===== src/rtl/issue_sequencer_pkg.sv =====
// Shared widths, the all-ones delay sentinel, FSM state encoding and opcode constants
// for the issue sequencer (optional watchdog: ISSUE_TIMEOUT_EN).
package issue_sequencer_pkg;

    localparam int OPR_W = 5;
    localparam int DLY_W = 8;

    // A delay select of all-ones means "wait for alu_done, no fixed count".
    localparam logic [DLY_W-1:0] DLY_INF = '1;

    typedef enum logic [1:0] {
        ST_IDLE  = 2'd0,
        ST_ISSUE = 2'd1,
        ST_WAIT  = 2'd2,
        ST_WB    = 2'd3
    } state_t;

    localparam logic [OPR_W-1:0] OPR_MOV  = 5'd0;
    localparam logic [OPR_W-1:0] OPR_ADD  = 5'd1;
    localparam logic [OPR_W-1:0] OPR_SUB  = 5'd2;
    localparam logic [OPR_W-1:0] OPR_MUL  = 5'd3;
    localparam logic [OPR_W-1:0] OPR_AND  = 5'd4;
    localparam logic [OPR_W-1:0] OPR_OR   = 5'd5;
    localparam logic [OPR_W-1:0] OPR_PRNG = 5'd6;
    localparam logic [OPR_W-1:0] OPR_XOR  = 5'd7;
    localparam logic [OPR_W-1:0] OPR_SHL  = 5'd8;
    localparam logic [OPR_W-1:0] OPR_SHR  = 5'd9;
    localparam logic [OPR_W-1:0] OPR_CMP  = 5'd10;
    localparam logic [OPR_W-1:0] OPR_JMP  = 5'd11;
    localparam logic [OPR_W-1:0] OPR_JRE  = 5'd12;

endpackage


===== src/rtl/issue_dly_cnt.sv =====
// Loadable down-counter that saturates at zero; loading the all-ones value sets an
// infinite-hold flag that freezes the count. Zero and infinite flags are exported.
module issue_dly_cnt #(
    parameter int W = 8
) (
    input  logic         clk,
    input  logic         rst,
    input  logic         load,
    input  logic [W-1:0] load_val,
    input  logic         dec,
    output logic         zero,
    output logic         inf
);

    logic [W-1:0] cnt_q, cnt_d;
    logic         inf_q, inf_d;

    always_comb begin
        cnt_d = cnt_q;
        inf_d = inf_q;
        if (load) begin
            cnt_d = load_val;
            inf_d = &load_val;
        end else if (dec && !inf_q && (cnt_q != '0)) begin
            cnt_d = cnt_q - 1'b1;
        end
    end

    always_ff @(posedge clk) begin
        if (rst) begin
            cnt_q <= '0;
            inf_q <= 1'b0;
        end else begin
            cnt_q <= cnt_d;
            inf_q <= inf_d;
        end
    end

    assign zero = (cnt_q == '0);
    assign inf  = inf_q;

endmodule


===== src/rtl/issue_sequencer.sv =====
// Issues one decoded instruction at a time: start strobe, timed or done-terminated wait,
// one-cycle writeback, fetch stalled throughout. ISSUE_TIMEOUT_EN adds a WAIT watchdog.
module issue_sequencer #(
    parameter int OPR_W = issue_sequencer_pkg::OPR_W,
    parameter int DLY_W = issue_sequencer_pkg::DLY_W
`ifdef ISSUE_TIMEOUT_EN
    ,
    parameter int TIMEOUT_CYC = 4096
`endif
) (
    input  logic             clk,
    input  logic             rst,
    input  logic             instr_vld,
    output logic             instr_rdy,
    input  logic [OPR_W-1:0] opr_typ,
    input  logic             dly_sel,
    input  logic [DLY_W-1:0] dly,
    input  logic             alu_sel,
    input  logic             prng_sel,
    input  logic             alu_done,
    output logic             alu_start,
    output logic             prng_start,
    output logic             wb_en,
    output logic [OPR_W-1:0] opr_cur,
    output logic             pc_stall,
    output logic             err
);

    import issue_sequencer_pkg::*;

    state_t           state_q, state_d;
    logic [OPR_W-1:0] opr_q, opr_d;
    logic             alu_sel_q, alu_sel_d;
    logic             instr_rdy_q, pc_stall_q, wb_en_q;
    logic             alu_start_q, alu_start_d;
    logic             prng_start_q, prng_start_d;
    logic             cnt_load, cnt_dec, cnt_zero, cnt_inf;
    logic             transfer, done_hit, fixed_exit;
    logic             wd_hit, wd_abort;

    issue_dly_cnt #(.W(DLY_W)) u_dly_cnt (
        .clk      (clk),
        .rst      (rst),
        .load     (cnt_load),
        .load_val (dly),
        .dec      (cnt_dec),
        .zero     (cnt_zero),
        .inf      (cnt_inf)
    );

    assign transfer   = instr_vld && instr_rdy_q;
    assign done_hit   = alu_sel_q && alu_done;
    assign fixed_exit = cnt_zero && !cnt_inf;

    // The counter also steps during ISSUE so that a delay of N gives N WAIT cycles.
    always_comb begin
        state_d      = state_q;
        opr_d        = opr_q;
        alu_sel_d    = alu_sel_q;
        cnt_load     = 1'b0;
        cnt_dec      = 1'b0;
        alu_start_d  = 1'b0;
        prng_start_d = 1'b0;
        wd_abort     = 1'b0;
        case (state_q)
            ST_IDLE: begin
                if (transfer && dly_sel) begin
                    state_d      = ST_ISSUE;
                    opr_d        = opr_typ;
                    alu_sel_d    = alu_sel;
                    cnt_load     = 1'b1;
                    alu_start_d  = alu_sel;
                    prng_start_d = prng_sel;
                end
            end
            ST_ISSUE: begin
                cnt_dec = 1'b1;
                state_d = (done_hit || fixed_exit) ? ST_WB : ST_WAIT;
            end
            ST_WAIT: begin
                cnt_dec = 1'b1;
                if (done_hit || fixed_exit) begin
                    state_d = ST_WB;
                end else if (wd_hit) begin
                    state_d  = ST_WB;
                    wd_abort = 1'b1;
                end
            end
            ST_WB: begin
                state_d = ST_IDLE;
            end
            default: begin
                state_d = ST_IDLE;
            end
        endcase
    end

    always_ff @(posedge clk) begin
        if (rst) begin
            state_q      <= ST_IDLE;
            opr_q        <= '0;
            alu_sel_q    <= 1'b0;
            instr_rdy_q  <= 1'b1;
            pc_stall_q   <= 1'b0;
            wb_en_q      <= 1'b0;
            alu_start_q  <= 1'b0;
            prng_start_q <= 1'b0;
        end else begin
            state_q      <= state_d;
            opr_q        <= opr_d;
            alu_sel_q    <= alu_sel_d;
            instr_rdy_q  <= (state_d == ST_IDLE);
            pc_stall_q   <= (state_d != ST_IDLE);
            wb_en_q      <= (state_d == ST_WB) && !wd_abort;
            alu_start_q  <= alu_start_d;
            prng_start_q <= prng_start_d;
        end
    end

`ifdef ISSUE_TIMEOUT_EN
    localparam int WD_W = (TIMEOUT_CYC > 1) ? $clog2(TIMEOUT_CYC) : 1;
    localparam logic [WD_W-1:0] WD_LAST = WD_W'(TIMEOUT_CYC - 1);

    logic [WD_W-1:0] wd_q;
    logic            err_q;

    always_ff @(posedge clk) begin
        if (rst) begin
            wd_q  <= '0;
            err_q <= 1'b0;
        end else begin
            if (state_q == ST_ISSUE) begin
                wd_q <= '0;
            end else if (state_q == ST_WAIT) begin
                wd_q <= wd_q + 1'b1;
            end
            if (wd_abort) begin
                err_q <= 1'b1;
            end
        end
    end

    assign wd_hit = (state_q == ST_WAIT) && (wd_q == WD_LAST);
    assign err    = err_q;
`else
    assign wd_hit = 1'b0;
    assign err    = 1'b0;
`endif

    assign instr_rdy  = instr_rdy_q;
    assign pc_stall   = pc_stall_q;
    assign wb_en      = wb_en_q;
    assign alu_start  = alu_start_q;
    assign prng_start = prng_start_q;
    assign opr_cur    = opr_q;

endmodule


===== config.mk =====
export PLATFORM = sky130hd
export DESIGN_NAME = issue_sequencer
export DESIGN_NICKNAME = d
export VERILOG_FILES = /design/src/rtl/issue_sequencer_pkg.sv /design/src/rtl/issue_dly_cnt.sv /design/src/rtl/issue_sequencer.sv
export SDC_FILE = /design/constraint.sdc
export NUM_CORES = 1
export LEC_CHECK = 0
export BUFFER_PORTS_ARGS = -buffer_cell sky130_fd_sc_hd__buf_2
export CORE_ASPECT_RATIO = 1.2
export CORE_MARGIN = 1
export CORE_UTILIZATION = 53
export DETAILED_ROUTE_END_ITERATION = 8
export GPL_TIMING_DRIVEN = 0
export PLACE_DENSITY = 0.82
export SETUP_SLACK_MARGIN = 0.02
export SKIP_LAST_GASP = 1
export SYNTH_ARGS = -nofsm -noshare
export SYNTH_HDL_FRONTEND = slang
export SYNTH_SLANG_ARGS = --single-unit
export TNS_END_PERCENT = 10

===== constraint.sdc =====
create_clock -name clk -period 5.5 [get_ports clk]
set_clock_uncertainty 0.1 [all_clocks]
set_input_delay 0.275 -clock clk [delete_from_list [all_inputs] [get_ports clk]]
set_output_delay 0.275 -clock clk [all_outputs]
set_load 0.02 [all_outputs]

==> results.cfg, run 1 <==
[global_route]
antenna_found_initial = 0
grt_pass1_vias = 914
gr-usage-met3 = 0.05396
gr-usage-met1 = 0.2803
busiest_layer = met2
grt_max_degree = 13
grt_usage = 0.2376
gr-usage-met2 = 0.4167
grt-ovfl-total = 0
grt_pass1_wl_um = 3836

[cts]
cts_tree = yes
ctsRootBufferMaster = clkbuf_4
cts_resized = 0
clk_path_buf_depth = 2
h-tree-depth = 1
clkLatencyLatePin_ps = 310
hold_buffers = 0
cts_buffers = 3
path_clk_slew_ps = 120
post_cts_buffers = 0
cts.sinks = 22

[timing]
rsz0062_at_grt = no
slew_violations = 0
min_period_ps = 2282
setup_viol = 0
finalHoldViolations = 0
fmax_mhz = 438.1
min_period_over_period = 0.4150
final.setup.tns_ps = 0

[yosys]
synth.ff_latch_count = 22
syn_inst = 124
synth.avg_cell_area_um2 = 8.476
synthTopCellsByCount = dfxtp_1, nor2_1, nand2_1, a21oi_1, nor3_1
synth_area_leaders = dfxtp_1, ha_1, nor2_1, a21oi_1, nand2_1
synth_top_area_share = 0.4190
synth_edf_count = 0
ys_seq_area_frac = 0.4190
syn_nets = 149
ys.warnings.count = 0
yosysMostFrequentCell = dfxtp_1
synth_async_sr_flop_share = 0
synth_cell_types = 34
ys.flop_type = dfxtp_1
synth.largest_area_cell = dfxtp_1
synth.cell_area_um2 = 1051

[critical_path]
critPathCaptureType = register
arrival_ps = 2410
cp.required_ps = 5630
critPathLaunchType = register
crit_fanout = 5
critPathKind = register to register

[detailed_routing]
dr.pass1.iters = 4
first_iter_violations = 38
routed_wl_um = 2342
drc = 0
routed-via-count = 1003
wl_per_cell_um = 13.31
via_per_inst = 5.699
ant_nets = 0

[final_layout]
nFillCells = 163
finalNetCount = 183
antenna_cells = 0
syn_to_final_growth_pct = 19.52
layout-drive-gt1-share = 0.2357

[power_and_ir_drop]
total_power_w = 0.0005493
power.leakage_nw = 0.5338
ir_drop_mv = 0.3007
power.density_nw_per_um2 = 437.3

[floorplan]
ios = 31
core.rowCount = 17
initial_core_util = 0.5680
dieArea_um2 = 2166
die_height_um = 50.78
die_w_um = 42.65
core_um2 = 1851

[place]
dp_hpwl_um = 1758
gp_congestion = 0.8322
io_buffers = 29

[min_path]
min_path_type = primary input to register

[outcome]
status = finished clean

[flow_run]
max_cap_viol_count = 0
==> cell usage in the layout, fill, tap and decap left out, types with 4 or more instances in the layout <==
cell / count
ha_1: 5
clkbuf_1: 4
nor3_1: 9
buf_2: 29
dfxtp_1: 22
nand2_1: 13
a211oi_1: 4
a21oi_1: 10
nor2_1: 15
inv_1: 7
==> cell families (layout without fill, tap and decap cells) <==
kind of cell,count (synthesis),count (layout),synth area share
adders and majority gates,5,5,0.05952
DFF,22,22,0.4190
AOI/OAI and AO/OA,26,26,0.1655
xor gates and xnor gates,1,1,0.008335
muxes,2,2,0.01905
and+or+nand+nor,54,54,0.2679
buffers and inverters,13,46,0.05715
other,1,1,0.003568
==> worst paths after layout <==
check	startpoint	endpoint	slack [ps]	cells past startpoint
setup / recovery	state_q[0]$_SDFF_PP0_	u_dly_cnt.cnt_q[3]$_SDFFE_PP0P_	3220	5
hold / removal	opr_typ[0]	opr_cur[0]$_SDFFE_PP0P_	90	3
setup reg to reg	state_q[0]$_SDFF_PP0_	u_dly_cnt.cnt_q[3]$_SDFFE_PP0P_	3220	5
hold reg to reg	opr_cur[2]$_SDFFE_PP0P_	opr_cur[2]$_SDFFE_PP0P_	370	2
==> sequential cells by signal (all words and copies together) (netlist names) <==
| signal | cells |
|---|---|
| alu_sel_q | 1 |
| u_dly_cnt.cnt_q | 8 |
| opr_cur | 5 |
| pc_stall | 1 |
| alu_start | 1 |
| state_q | 2 |
| prng_start | 1 |
| u_dly_cnt.inf | 1 |
| instr_rdy | 1 |
| wb_en | 1 |
==> routing by layer <==
layer  part of all wire  routed length [um]
met1               0.42                 993
met2               0.52                1208
met3              0.053                 123
met4             0.0073                  17
met5                  0                   0
==> metrics by stage <==
stage | util | std cells | cell area [um2] | hold slack, ps | worst slack [ps]
2_1_floorplan | - | 124 | 1051 | 247.1 | 3425
3_3_place_gp | 0.6592 | 172 | 1220 | 340.7 | 3336
3_5_place_dp | 0.6592 | 172 | 1220 | 345.9 | 3229
4_1_cts | 0.6788 | 176 | 1256 | 88.24 | 3203
5_1_grt | 0.6788 | 176 | 1256 | 83.67 | 3054
6_report | 0.6788 | 176 | 1256 | 87.61 | 3218
==> worst max-delay path, cell delays in order (launching register included) <==
cell	delay, ps
dfxtp_1	370
inv_1	90
ha_1	360
or4b_1	500
or4_1	490
a311oi_1	280
==> report_power, final <==
group	switching (W)	total, W	internal [W]
Combinational	0.000131	0.000234	0.000103
Sequential	0.0000325	0.000226	0.000194
Clock	0.0000492	0.0000896	0.0000405
Total	0.000213	0.000549	0.000337
==> cell type report <==
class,instances,area [um2],area share
multi-input combinational,89,550.5,0.4382
sequential,22,440.4,0.3506
timing repair buffer,29,145.1,0.1155
clock buffer,4,36.28,0.02888
buffer,6,33.78,0.02689
inverter,7,26.28,0.02092
tap,19,23.77,0.01892
Note: power is estimated with default switching activity, not from simulation.
==> run 2, diff against run 1 <==
--- a/config.mk
+++ b/config.mk
@@ -8,10 +8,10 @@
 export BUFFER_PORTS_ARGS = -buffer_cell sky130_fd_sc_hd__buf_2
 export CORE_ASPECT_RATIO = 1.2
 export CORE_MARGIN = 1
-export CORE_UTILIZATION = 53
+export CORE_UTILIZATION = 50
 export DETAILED_ROUTE_END_ITERATION = 8
 export GPL_TIMING_DRIVEN = 0
-export PLACE_DENSITY = 0.82
+export PLACE_DENSITY = 0.78
 export SETUP_SLACK_MARGIN = 0.02
 export SKIP_LAST_GASP = 1
 export SYNTH_ARGS = -nofsm -noshare
==> constraint.sdc (replaced) <==
create_clock -name clk -period 2.4 [get_ports clk]
set_clock_uncertainty 0.1 [all_clocks]
set_input_delay 0.12 -clock clk [delete_from_list [all_inputs] [get_ports clk]]
set_output_delay 0.12 -clock clk [all_outputs]
set_load 0.02 [all_outputs]
==> results.cfg, run 2 (same netlist as run 1, synthesis figures left out) <==
[final_layout]
final_common_cell = buf_2
top_register = u_dly_cnt.cnt_q
final_util = 0.7392
ff_latch_area_um2 = 440.4
syn_to_final_growth_pct = 34.64
nFillCells = 140
final_area_um2 = 1415
antenna_cells = 0
final_cells = 189
layout_common_cells = buf_2, dfxtp_1, nor2_1, nand2_1, dlygate4sd3_1
multi_input_area_um2 = 563.0
layout-drive-gt1-share = 0.2235
largest_register_ffs = 8
finalNetCount = 196

[place]
dp_hpwl_um = 1831
dpl_cell_area_um2 = 1220
io_buffers = 29
gp_congestion = 0.7951
dp_cells = 172

[global_route]
gr-usage-met2 = 0.4950
grt_pass1_vias = 1064
grt-ovfl-total = 0
busiest_layer = met2
antenna_found_initial = 0
gr-usage-met3 = 0.02414
grt_usage = 0.2640
grt_max_degree = 14
gr-usage-met1 = 0.2839
grt_pass1_wl_um = 4429

[floorplan]
dieArea_um2 = 2290
initial_core_util = 0.5490
core.rowCount = 17
ios = 31
die_height_um = 52.23
core_um2 = 1914
die_w_um = 43.86

[cts]
cts.sinks = 22
cts_tree = yes
clkLatencyLatePin_ps = 310
clk_path_buf_depth = 2
h-tree-depth = 1
post_cts_buffers = 0
cts_buffers = 3
ctsRootBufferMaster = clkbuf_4
path_clk_slew_ps = 130

[power_and_ir_drop]
swShare = 0.3710
combPwrFrac = 0.414
p_int_w = 0.0008725
power.density_nw_per_um2 = 980.2
power.leakage_nw = 0.5963
p_seq_frac = 0.377
ir_drop_mv = 0.6366
clockPowerShare = 0.209
netSwitchingPower_w = 0.0005146

[critical_path]
critPathMaxStageDelay_ps = 510
arrival_ps = 2370
worstSetupStartpoint = state_q[0]$_SDFF_PP0_
critPathCaptureType = register
slowest_stage = or4b_1
critPathCapture = u_dly_cnt.cnt_q[3]$_SDFFE_PP0P_
crit_fanout = 5
r2r_end = u_dly_cnt.cnt_q[3]$_SDFFE_PP0P_
r2r_slack_ps = 160
rr_startpoint = state_q[0]$_SDFF_PP0_
path_cells = inv_1 -> ha_4 -> or4b_1 -> or4_1 -> a311oi_1
rr_worst_depth = 5
critPathLaunchType = register
cp.required_ps = 2530
critPathKind = register to register

[detailed_routing]
ant_nets = 0
first_iter_violations = 37
routed_wl_um = 2790
via_per_inst = 5.741
drc = 1
dr.pass1.iters = 6
routed-via-count = 1085
wl_per_cell_um = 14.76

[min_path]
hold_start = dly[7]
whs_path_depth = 3
min_path_type = primary input to register

[timing]
min_period_over_period = 0.9331
rsz0062_at_grt = no
max-slew-margin-rel = 0.6454
slew_violations = 0
final.setup.tns_ps = 0
worst_pin_slew_ps = 524.5
finalHoldViolations = 0
min_period_ps = 2239
fmax_mhz = 446.5
holdWs_ps = 1.643
setup_viol = 0

[outcome]
status = complete, but fails checks
violations = DRC

[flow_run]
max_cap_viol_count = 0
## run 2: cell types whose count changed in the layout (fill, tap and decap cells not counted), sizes merged
cell,delta
dlygate4sd3,+13
bufinv,+1
clkbuf,-1
## run 2: per-layer routing
layer,part of all wire,up-vias
li1,-,536
met2,0.53,37
met1,0.42,506
met3,0.033,6
met5,0,-
met4,0.024,0
## run 2: worst min path at each step
stage                                            endpoint  slack, ps
after CTS                 u_dly_cnt.cnt_q[6]$_SDFFE_PP0P_        0.1
after global placement            opr_cur[2]$_SDFFE_PP0P_        260
after detailed placement          opr_cur[3]$_SDFFE_PP0P_        270
final                     u_dly_cnt.cnt_q[7]$_SDFFE_PP0P_          2
after floorplan           u_dly_cnt.cnt_q[6]$_SDFFE_PP0P_         90
after global routing      u_dly_cnt.cnt_q[7]$_SDFFE_PP0P_         20
## run 2: critical path, delay by kind of cell (launching register included)
family / cells / cell delay, ps
flip-flops: 1 / 380
adder cells (fa/ha/maj): 1 / 310
AND/OR/NAND/NOR: 2 / 1010
buffers and inverters: 1 / 120
AO/OA/AOI/OAI: 1 / 250
## run 2: timing repair
action	CTS	global route
hold buffers	12	1
endpoints found under the hold margin	13	1
setup endpoints to repair	0	1
resized for setup	0	1
## run 2: area by class of cell
| class | count | share of cell area |
|---|---|---|
| Inverter | 7 | 0.01857 |
| Multi-Input combinational cell | 89 | 0.3979 |
| Timing Repair Buffer | 42 | 0.1945 |
| Clock buffer | 3 | 0.01592 |
| Buffer | 6 | 0.02387 |
| Tap cell | 19 | 0.01680 |
| Clock inverter | 1 | 0.02122 |
| Sequential cell | 22 | 0.3112 |
## run 2: through the flow
| step | total power [W] | setup slack [ps] |
|---|---|---|
| after floorplan | 0.0009209 | 325.1 |
| after global placement | 0.001037 | 229.4 |
| after detailed placement | 0.001062 | 150.0 |
| after CTS | 0.001366 | 97.23 |
| after global routing | 0.001474 | 64.50 |
| final | 0.001387 | 160.5 |
## run 2: power groups by stage
stage	Sequential [W]	Combinational, W	Clock (W)
4_1_cts	0.000519	0.000556	0.000292
5_1_grt	0.000533	0.000633	0.000308
3_5_place_dp	0.000525	0.000536	0
3_3_place_gp	0.000519	0.000518	0
6_report	0.000522	0.000574	0.000291
2_1_floorplan	0.000538	0.000383	0
==> run 3, diff against run 2 <==
--- a/config.mk
+++ b/config.mk
@@ -5,10 +5,11 @@
 export SDC_FILE = /design/constraint.sdc
 export NUM_CORES = 1
 export LEC_CHECK = 0
+export ABC_AREA = 1
 export BUFFER_PORTS_ARGS = -buffer_cell sky130_fd_sc_hd__buf_2
 export CORE_ASPECT_RATIO = 1.2
 export CORE_MARGIN = 1
-export CORE_UTILIZATION = 50
+export CORE_UTILIZATION = 51
 export DETAILED_ROUTE_END_ITERATION = 8
 export GPL_TIMING_DRIVEN = 0
 export PLACE_DENSITY = 0.78
==> constraint.sdc (replaced) <==
create_clock -name clk -period 2.4 [get_ports clk]
set_clock_uncertainty 0.1 [all_clocks]
set_input_delay 0.48 -clock clk [delete_from_list [all_inputs] [get_ports clk]]
set_output_delay 0.48 -clock clk [all_outputs]
set_load 0.02 [all_outputs]
==> results.cfg, run 3 <==
[min_path]
min_path_type = primary input to register
whs_path_depth = 3

[power_and_ir_drop]
power.leakage_nw = 0.7333
power.density_nw_per_um2 = 1320
ir_drop_mv = 0.7820

[final_layout]
layout-drive-gt1-share = 0.2311
finalNetCount = 238
final_area_um2 = 1394
multi_input_area_um2 = 625.6
ff_latch_area_um2 = 440.4
antenna_cells = 0
largest_register_ffs = 8
layout_common_cells = nand2_1, nor2_1, buf_2, dfxtp_1, inv_1
final_cells = 242
final_util = 0.6584
syn_to_final_growth_pct = 18.13
top_register = u_dly_cnt.cnt_q
final_common_cell = nand2_1
nFillCells = 227

[detailed_routing]
routed_wl_um = 2452
wl_per_cell_um = 10.13
via_per_inst = 4.810
first_iter_violations = 14
ant_nets = 0
drc = 0
routed-via-count = 1164
dr.pass1.iters = 4

[timing]
rsz0062_at_grt = no
slew_violations = 0
finalHoldViolations = 0
min_period_ps = 1794
holdWs_ps = 265.0
setup_viol = 0
fmax_mhz = 557.5
final.setup.tns_ps = 0
min_period_over_period = 0.7475

[critical_path]
critPathMaxStageDelay_ps = 390
arrival_ps = 1900
critPathKind = register to register
worstSetupPathDepth = 9
slowest_stage = dfxtp_1
critPathCaptureType = register
crit_family = simple AND/OR/NAND/NOR gates
critPathLaunchType = register
cp.required_ps = 2510
critPathBufInv = 2
crit_fanout = 7
worst_path_most_repeated_cell = nor2_1
rr_worst_depth = 9
path_cells = inv_1 -> ha_1 -> inv_1 -> nor2_1 -> o21ai_4 -> nand3_1 -> nand2_1 -> nor2_1 -> nor2_1

[cts]
cts_buffers = 3
cts.sinks = 22
cts_tree = yes
cts_resized = 0
clkLatencyLatePin_ps = 310
path_clk_slew_ps = 120
ctsRootBufferMaster = clkbuf_4
clk_path_buf_depth = 2
h-tree-depth = 1
post_cts_buffers = 0
hold_buffers = 0

[outcome]
status = finished clean

[yosys]
synth_area_leaders = dfxtp_1, nand2_1, nor2_1, inv_1, nand3_1
synth_top_area_share = 0.3733
synth.largest_area_cell = dfxtp_1
synth.cell_area_um2 = 1180
ys_seq_area_frac = 0.3733
syn_nets = 205
synth_edf_count = 0
synthTopCellsByCount = nand2_1, nor2_1, dfxtp_1, inv_1, nand3_1
synth_async_sr_flop_share = 0
syn_inst = 180
ys.warnings.count = 0
synth.avg_cell_area_um2 = 6.555
synth_cell_types = 22
yosysMostFrequentCell = nand2_1
synth.ff_latch_count = 22
ys.flop_type = dfxtp_1

[place]
dpl_cell_area_um2 = 1358
dp_cells = 238
dp_hpwl_um = 1969
io_buffers = 28
gp_congestion = 0.8363

[floorplan]
core_um2 = 2117
ios = 31
initial_core_util = 0.5573
die_w_um = 45.91
die_height_um = 54.69
core.rowCount = 18
dieArea_um2 = 2511

[flow_run]
max_cap_viol_count = 0

[global_route]
grt_max_degree = 13
grt-ovfl-total = 0
antenna_found_initial = 0
grt_pass1_wl_um = 4084
grt_usage = 0.2238
grt_pass1_vias = 1034
## run 3: cell count changes in the layout (fill, tap and decap cells not counted), sizes merged, moves of 3 or more
cell | before | now
nor3 | 9 | 3
clkbuf | 7 | 4
nor2 | 15 | 41
inv | 7 | 23
a21oi | 10 | 4
nand2 | 13 | 45
o21ai | 2 | 12
nor3b | 3 | 0
nand3 | 1 | 14
a211oi | 4 | 0
dlygate4sd3 | 13 | 0
## run 3: cells by family (layout without fill, tap and decap cells)
family | after synthesis | in the layout | share of synthesized area
AO/OA/AOI/OAI | 18 | 18 | 0.09120
adder cells (fa/ha/maj) | 5 | 5 | 0.05302
buffers and inverters | 28 | 60 | 0.09650
flip-flops | 22 | 22 | 0.3733
other | 1 | 1 | 0.003178
AND/OR/NAND/NOR | 106 | 106 | 0.3828
## run 3: where the power goes
group | internal (W) | switching [W] | leakage [nW] | total, W
clock network | 0.0000927 | 0.000111 | 0.0210 | 0.000204
registers | 0.000474 | 0.0000927 | 0.180 | 0.000567
logic | 0.000388 | 0.000681 | 0.532 | 0.00107
total | 0.000955 | 0.000884 | 0.733 | 0.00184
## run 3: layer usage
metal | track usage | up-vias | share of wire
met5 | 0 | - | 0
met4 | 0.09314 | 0 | 0.011
met3 | 0.04290 | 4 | 0.056
met2 | 0.3803 | 36 | 0.48
met1 | 0.2716 | 504 | 0.45
li1 | - | 620 | -
## run 3: path summary, 6_finish.rpt
kind | slack (ps) | startpoint | endpoint
max | 610 | state_q[0]$_SDFF_PP0_ | u_dly_cnt.cnt_q[7]$_SDFFE_PP0P_
min | 270 | prng_sel | prng_start$_SDFF_PP0_
max reg2reg | 610 | state_q[0]$_SDFF_PP0_ | u_dly_cnt.cnt_q[7]$_SDFFE_PP0P_
min reg2reg | 390 | opr_cur[1]$_SDFFE_PP0P_ | opr_cur[1]$_SDFFE_PP0P_
## run 3: final cells by class
class                           instances  share of cell area
Buffer                                  5             0.01975
Clock buffer                            4             0.02603
Inverter                               23             0.06194
Multi-Input combinational cell        130              0.4488
Sequential cell                        22              0.3160
Tap cell                               30             0.02693
Timing Repair Buffer                   28              0.1005
## run 3: tightest hold or removal path, cell delays in order
cell and delay (ps):
buf_2 90, inv_1 40, nor2_1 40
## run 3: per-stage QoR
stage          setup WS, ps  power [W]
2_1_floorplan         840.5   0.001420
3_3_place_gp          707.5   0.001608
3_5_place_dp          628.0   0.001643
4_1_cts               603.0   0.001846
5_1_grt               438.0   0.002020
6_report              606.1   0.001840
